`src/rtl/mc_pkg.sv`:
```
// Shared types for the multi-cycle sequencer: FSM state encoding, RV32I major
// opcodes and small opcode classifiers used during EXEC routing.
package mc_pkg;

    typedef enum logic [2:0] {
        S_FETCH,
        S_DECODE,
        S_EXEC,
        S_MEM,
        S_WB,
        S_TRAP
    } state_t;

    localparam logic [6:0] OPC_LOAD   = 7'b0000011;
    localparam logic [6:0] OPC_STORE  = 7'b0100011;
    localparam logic [6:0] OPC_BRANCH = 7'b1100011;
    localparam logic [6:0] OPC_OP     = 7'b0110011;
    localparam logic [6:0] OPC_OP_IMM = 7'b0010011;
    localparam logic [6:0] OPC_LUI    = 7'b0110111;
    localparam logic [6:0] OPC_AUIPC  = 7'b0010111;
    localparam logic [6:0] OPC_JAL    = 7'b1101111;
    localparam logic [6:0] OPC_JALR   = 7'b1100111;

    function automatic logic is_jump(input logic [6:0] opc);
        return (opc == OPC_JAL) || (opc == OPC_JALR);
    endfunction

    // Opcodes that finish with a register-file write and no memory access.
    function automatic logic is_wb_only(input logic [6:0] opc);
        return (opc == OPC_OP) || (opc == OPC_OP_IMM) || (opc == OPC_LUI) ||
               (opc == OPC_AUIPC) || is_jump(opc);
    endfunction

endpackage

```
`src/rtl/perf_counter.sv`:
```
// Free-running wrap-around event counter with asynchronous clear.
module perf_counter #(
    parameter int W = 64
) (
    input  logic         clk,
    input  logic         rst,
    input  logic         inc,
    output logic [W-1:0] count
);

    always_ff @(posedge clk or posedge rst) begin
        if (rst) begin
            count <= '0;
        end else if (inc) begin
            count <= count + W'(1);
        end
    end

endmodule

```
`src/rtl/mc_sequencer.sv`:
```
// Multi-cycle RV32I control sequencer: walks each instruction through
// FETCH/DECODE/EXEC/MEM/WB, owns pc and ir, and keeps cycle/instret counters.
module mc_sequencer
    import mc_pkg::*;
#(
    parameter int              XLEN     = 32,
    parameter logic [XLEN-1:0] RESET_PC = 32'h0,
    parameter int              CNT_W    = 64
) (
    input  logic             clk,
    input  logic             rst,
    output logic             imem_req,
    input  logic             imem_ack,
    input  logic [XLEN-1:0]  imem_rdata,
    output logic             dmem_req,
    output logic             dmem_we,
    input  logic             dmem_ack,
    input  logic [XLEN-1:0]  alu_out,
    input  logic             br_taken,
    output logic [XLEN-1:0]  pc,
    output logic [XLEN-1:0]  ir,
    output logic             rf_en,
    output logic             trap,
    output logic [CNT_W-1:0] cycle_cnt,
    output logic [CNT_W-1:0] instret_cnt
);

    state_t          state;
    logic [6:0]      opcode;
    logic [XLEN-1:0] target;
    logic            redirect;
    logic            misaligned;
    logic            retire;

    assign opcode = ir[6:0];
    assign target = alu_out & ~XLEN'(1);

    // Retire marks every transition back into FETCH; it both steps pc and
    // counts the instruction, so a faulting redirect never does either.
    always_comb begin
        redirect   = is_jump(opcode) || ((opcode == OPC_BRANCH) && br_taken);
        misaligned = redirect && target[1];
        retire     = 1'b0;
        case (state)
            S_EXEC:  retire = (opcode == OPC_BRANCH) && !misaligned;
            S_MEM:   retire = dmem_ack && (opcode == OPC_STORE);
            S_WB:    retire = !misaligned;
            default: retire = 1'b0;
        endcase
    end

    // Fetch request is decoded combinationally so it is live in the very
    // first cycle after reset and vanishes the instant reset asserts.
    assign imem_req = (state == S_FETCH) && !rst;

    always_ff @(posedge clk or posedge rst) begin
        if (rst) begin
            state    <= S_FETCH;
            pc       <= RESET_PC;
            ir       <= '0;
            dmem_req <= 1'b0;
            dmem_we  <= 1'b0;
            rf_en    <= 1'b0;
            trap     <= 1'b0;
        end else begin
            case (state)
                S_FETCH: begin
                    if (imem_ack) begin
                        ir    <= imem_rdata;
                        state <= S_DECODE;
                    end
                end
                S_DECODE: state <= S_EXEC;
                S_EXEC: begin
                    if (opcode == OPC_LOAD || opcode == OPC_STORE) begin
                        state    <= S_MEM;
                        dmem_req <= 1'b1;
                        dmem_we  <= (opcode == OPC_STORE);
                    end else if (opcode == OPC_BRANCH) begin
                        state <= misaligned ? S_TRAP : S_FETCH;
                        trap  <= misaligned;
                    end else if (is_wb_only(opcode)) begin
                        state <= S_WB;
                        rf_en <= 1'b1;
                    end else begin
                        state <= S_TRAP;
                        trap  <= 1'b1;
                    end
                end
                S_MEM: begin
                    if (dmem_ack) begin
                        dmem_req <= 1'b0;
                        dmem_we  <= 1'b0;
                        if (opcode == OPC_STORE) begin
                            state <= S_FETCH;
                        end else begin
                            state <= S_WB;
                            rf_en <= 1'b1;
                        end
                    end
                end
                S_WB: begin
                    rf_en <= 1'b0;
                    state <= misaligned ? S_TRAP : S_FETCH;
                    trap  <= misaligned;
                end
                default: begin
                    state <= S_TRAP;
                    trap  <= 1'b1;
                end
            endcase

            if (retire) begin
                pc <= redirect ? target : pc + XLEN'(4);
            end
        end
    end

    perf_counter #(.W(CNT_W)) u_cycle_cnt (
        .clk   (clk),
        .rst   (rst),
        .inc   (state != S_TRAP),
        .count (cycle_cnt)
    );

    perf_counter #(.W(CNT_W)) u_instret_cnt (
        .clk   (clk),
        .rst   (rst),
        .inc   (retire),
        .count (instret_cnt)
    );

endmodule

```
`config.mk`:
```
export PLATFORM = sky130hd
export DESIGN_NAME = mc_sequencer
export DESIGN_NICKNAME = d
export VERILOG_FILES = /design/src/rtl/mc_pkg.sv /design/src/rtl/perf_counter.sv /design/src/rtl/mc_sequencer.sv
export SDC_FILE = /design/constraint.sdc
export NUM_CORES = 1
export LEC_CHECK = 0
export ABC_AREA = 1
export BUFFER_PORTS_ARGS = -buffer_cell sky130_fd_sc_hd__buf_2
export CORE_MARGIN = 3
export CORE_UTILIZATION = 50
export DETAILED_ROUTE_END_ITERATION = 7
export PLACE_DENSITY = 0.84
export SLEW_MARGIN = 20
export SYNTH_ARGS = -nofsm -noshare
export SYNTH_HDL_FRONTEND = slang
export SYNTH_SLANG_ARGS = --single-unit
```
`constraint.sdc`:
```
create_clock -name clk -period 15.72 [get_ports clk]
set_input_delay 1.572 -clock clk [delete_from_list [all_inputs] [get_ports clk]]
set_output_delay 1.572 -clock clk [all_outputs]
set_load 0.005 [all_outputs]
```
==> impl_metrics.yaml <==
status:
  status: "finished, final reports clean"
global_route:
  grt_max_degree: 138
  grt_overflow: 0
  grt_antenna_before_repair: 0
  grt_use_total_pct: 27.80
  grt_pass1_wl_um: 59160
  grt_pass1_vias: 11975
synthesis:
  synth_seq_area_share_pct: 40.50
  syn_area_mm2: 0.01223
  synth_cell_types: 35
  syn_avg_cell_area_um2: 6.830
  synth_nets: 1863
  synth_warnings: 0
  ys_ff_latch: 198
  synthCells: 1791
critical_path:
  cpMostUsedCell: "nand2_2"
  reg2reg_from: "ir[4]"
  r2r_cells: 11
  crit_type: "primary input to flop"
  worst-path-max-fanout: 125
  cp-end-kind: "flop"
  r2r_slack_ns: 12.50
  cp_slowest_cell: "buf_4"
  worst_ep_required_time_ns: 16.01
  path_cells: "buf_2 -> nand3_1 -> nand2_2 -> nand2_2 -> nand2_2 -> buf_4 -> nand2_8 -> nand2_1 -> o21ai_0"
  r2r-end: "pc[10]"
  cpPeakStageDelay_ns: 0.60
  cp.arrival_ns: 4.01
  critPathLaunchType: "primary input"
floorplan:
  dieHeight_um: 162.4
  fp-row-count: 56
  core_area_mm2: 0.02375
  die_area_mm2: 0.02638
  dieWidth_um: 162.4
  initial_core_util_pct: 51.50
  io_pins: 266
power:
  cellPowerDensity_mw_per_mm2: 121.2
  ir_drop_uv: 74.07
  leakage_nw: 6.851
detailed_routing:
  firstDrtPassIters: 6
  post_drt_wl_per_cell_um: 15.40
  wl_um: 36490
  vias_per_cell: 5.319
  drc_errors: 0
  ant_nets: 0
  first_iter_violations: 1255
  vias: 12607
hold_path:
  hold_end: "ir[17]"
  min_path_cells: 1
  hp-class: "flop to flop"
  hp-start: "ir[17]"
cts:
  root_buffer: "clkbuf_16"
  cts_tree: "yes"
  postCtsResizedCells: 0
  path_clk_slew_ns: 0.08
  clockBufferDepth: 2
  postCtsSetupRepairBufs: 0
  clkLatencyLatePin_ns: 0.44
  htree_levels: 4
  clock-sinks: 198
  cts_buffers: 17
  cts_hold_buf: 0
layout:
  final_common_cell: "nand2_1"
  nets: 2110
  n_antenna_cell: 0
  fin_cells: 2370
  drive_gt1_share_pct: 17.60
  area_delta_synth_final_pct: 17.52
  final_cell_mix: "nand2_1 (686), nor2_1 (324), buf_2 (263), dfrtp_1 (198), nand3_1 (137)"
run:
  cap_violations: 0
timing:
  layout_setup_ws_ns: 12.00
  max_freq_ghz: 0.2687
  rsz0062_at_grt: "false"
  finalSetupTns_ns: 0
  finalHoldViolCount: 0
  worstMarginPinSlew_ns: 0.9734
  setup_viol: 0
  drv_slew: 0
  finalCriticalPeriod_ns: 3.722
  period_share_pct: 23.67
  skew_ns: 0.01593
  relSlewSlack_pct: 35.11
placed_design:
  dp_cells: 2338
  dp_hpwl_um: 27590
  port_buffers: 263
  dp_slack_ns: 11.61
  place_congestion: 0.9682
power by group:
part           leakage, nW  switching [mW]  internal (mW)
Combinational         3.94           0.301          0.228
Clock                0.283           0.220          0.226
Sequential            2.62           0.139          0.628
Total                 6.85           0.660           1.08
per-layer routing:
| layer | share of wire [%] | global-route usage, % | vias up |
|---|---|---|---|
| met4 | 4.1 | 11.98 | 0 |
| met2 | 47 | 46.40 | 565 |
| li1 | - | - | 6102 |
| met1 | 40 | 35.82 | 5844 |
| met3 | 8.4 | 4.629 | 96 |
| met5 | 0 | 0 | - |
sequential cells by signal, indices dropped and copies added, names as in the netlist:
name	flops
state	3
trap	1
pc	31
dmem_req	1
ir	32
rf_en	1
u_instret_cnt.count	64
u_cycle_cnt.count	64
dmem_we	1
critical path: cells and delay by family:
kind | cells | cell delay, ns
AOI/OAI and AO/OA | 1 | 0.12
buffers and inverters | 2 | 0.67
and+or+nand+nor | 6 | 1.55
logic make-up (layout without fill, tap and decap cells):
logic type	after synthesis	after routing	share of synthesized area, %
muxes	27	27	2.485
xor gates and xnor gates	93	93	6.659
DFF	198	198	40.50
other	1	1	0.03065
AOI/OAI and AO/OA	91	91	3.866
buffers and inverters	157	417	5.298
and+or+nand+nor	1221	1221	40.85
adders and majority gates	3	3	0.3069
stage by stage:
stage / instance area [µm²] / hold slack [ns] / utilization (%) / total power, mW
2_1_floorplan: 12230 / 0.4885 / - / 1.077
3_3_place_gp: 13790 / 0.4792 / 58.04 / 1.275
3_5_place_dp: 13790 / 0.4873 / 58.08 / 1.304
4_1_cts: 14380 / 0.5057 / 60.52 / 1.749
5_1_grt: 14380 / 0.5231 / 60.52 / 1.856
6_report: 14380 / 0.5030 / 60.52 / 1.742
cell type report:
class                           instances  area, µm²
Clock buffer                           17      425.4
Clock inverter                         15      156.4
Fill cell                            2184       9376
Inverter                              118      450.4
Multi-Input combinational cell       1436       6644
Sequential cell                       198       4955
Tap cell                              319      399.1
Timing Repair Buffer                  267       1346
synthesized netlist by cell type (all sizes together):
library cell	instances	area [µm²]
o21ai	71	355.3
clkbuf	15	57.55
nand3	139	713.2
o22ai	1	6.260
a21boi	1	7.510
mux2	27	304.0
xor2	53	464.2
ha	3	37.54
nand4	9	56.30
nor2	337	1323
or2	13	81.33
inv	118	442.9
conb	1	3.750
nand3b	22	165.2
nor3	8	40.04
nand2	693	2619
a21oi	13	65.06
o21bai	1	7.510
buf	24	147.6
o21a	3	22.52
xnor2	40	350.3
dfrtp	198	4955
o311ai	1	8.760
how the worst max path moves through the flow:
stage / startpoint / end / slack, ns
global route: br_taken / u_instret_cnt.count[22] / 11.80
global placement: br_taken / u_instret_cnt.count[20] / 11.41
floorplan: rst / dmem_req / 8.75
CTS: br_taken / u_instret_cnt.count[5] / 12.08
detailed placement: br_taken / u_instret_cnt.count[5] / 11.61
finish: br_taken / pc[10] / 12.00
No activity file was read; power rests on OpenSTA's default activity.
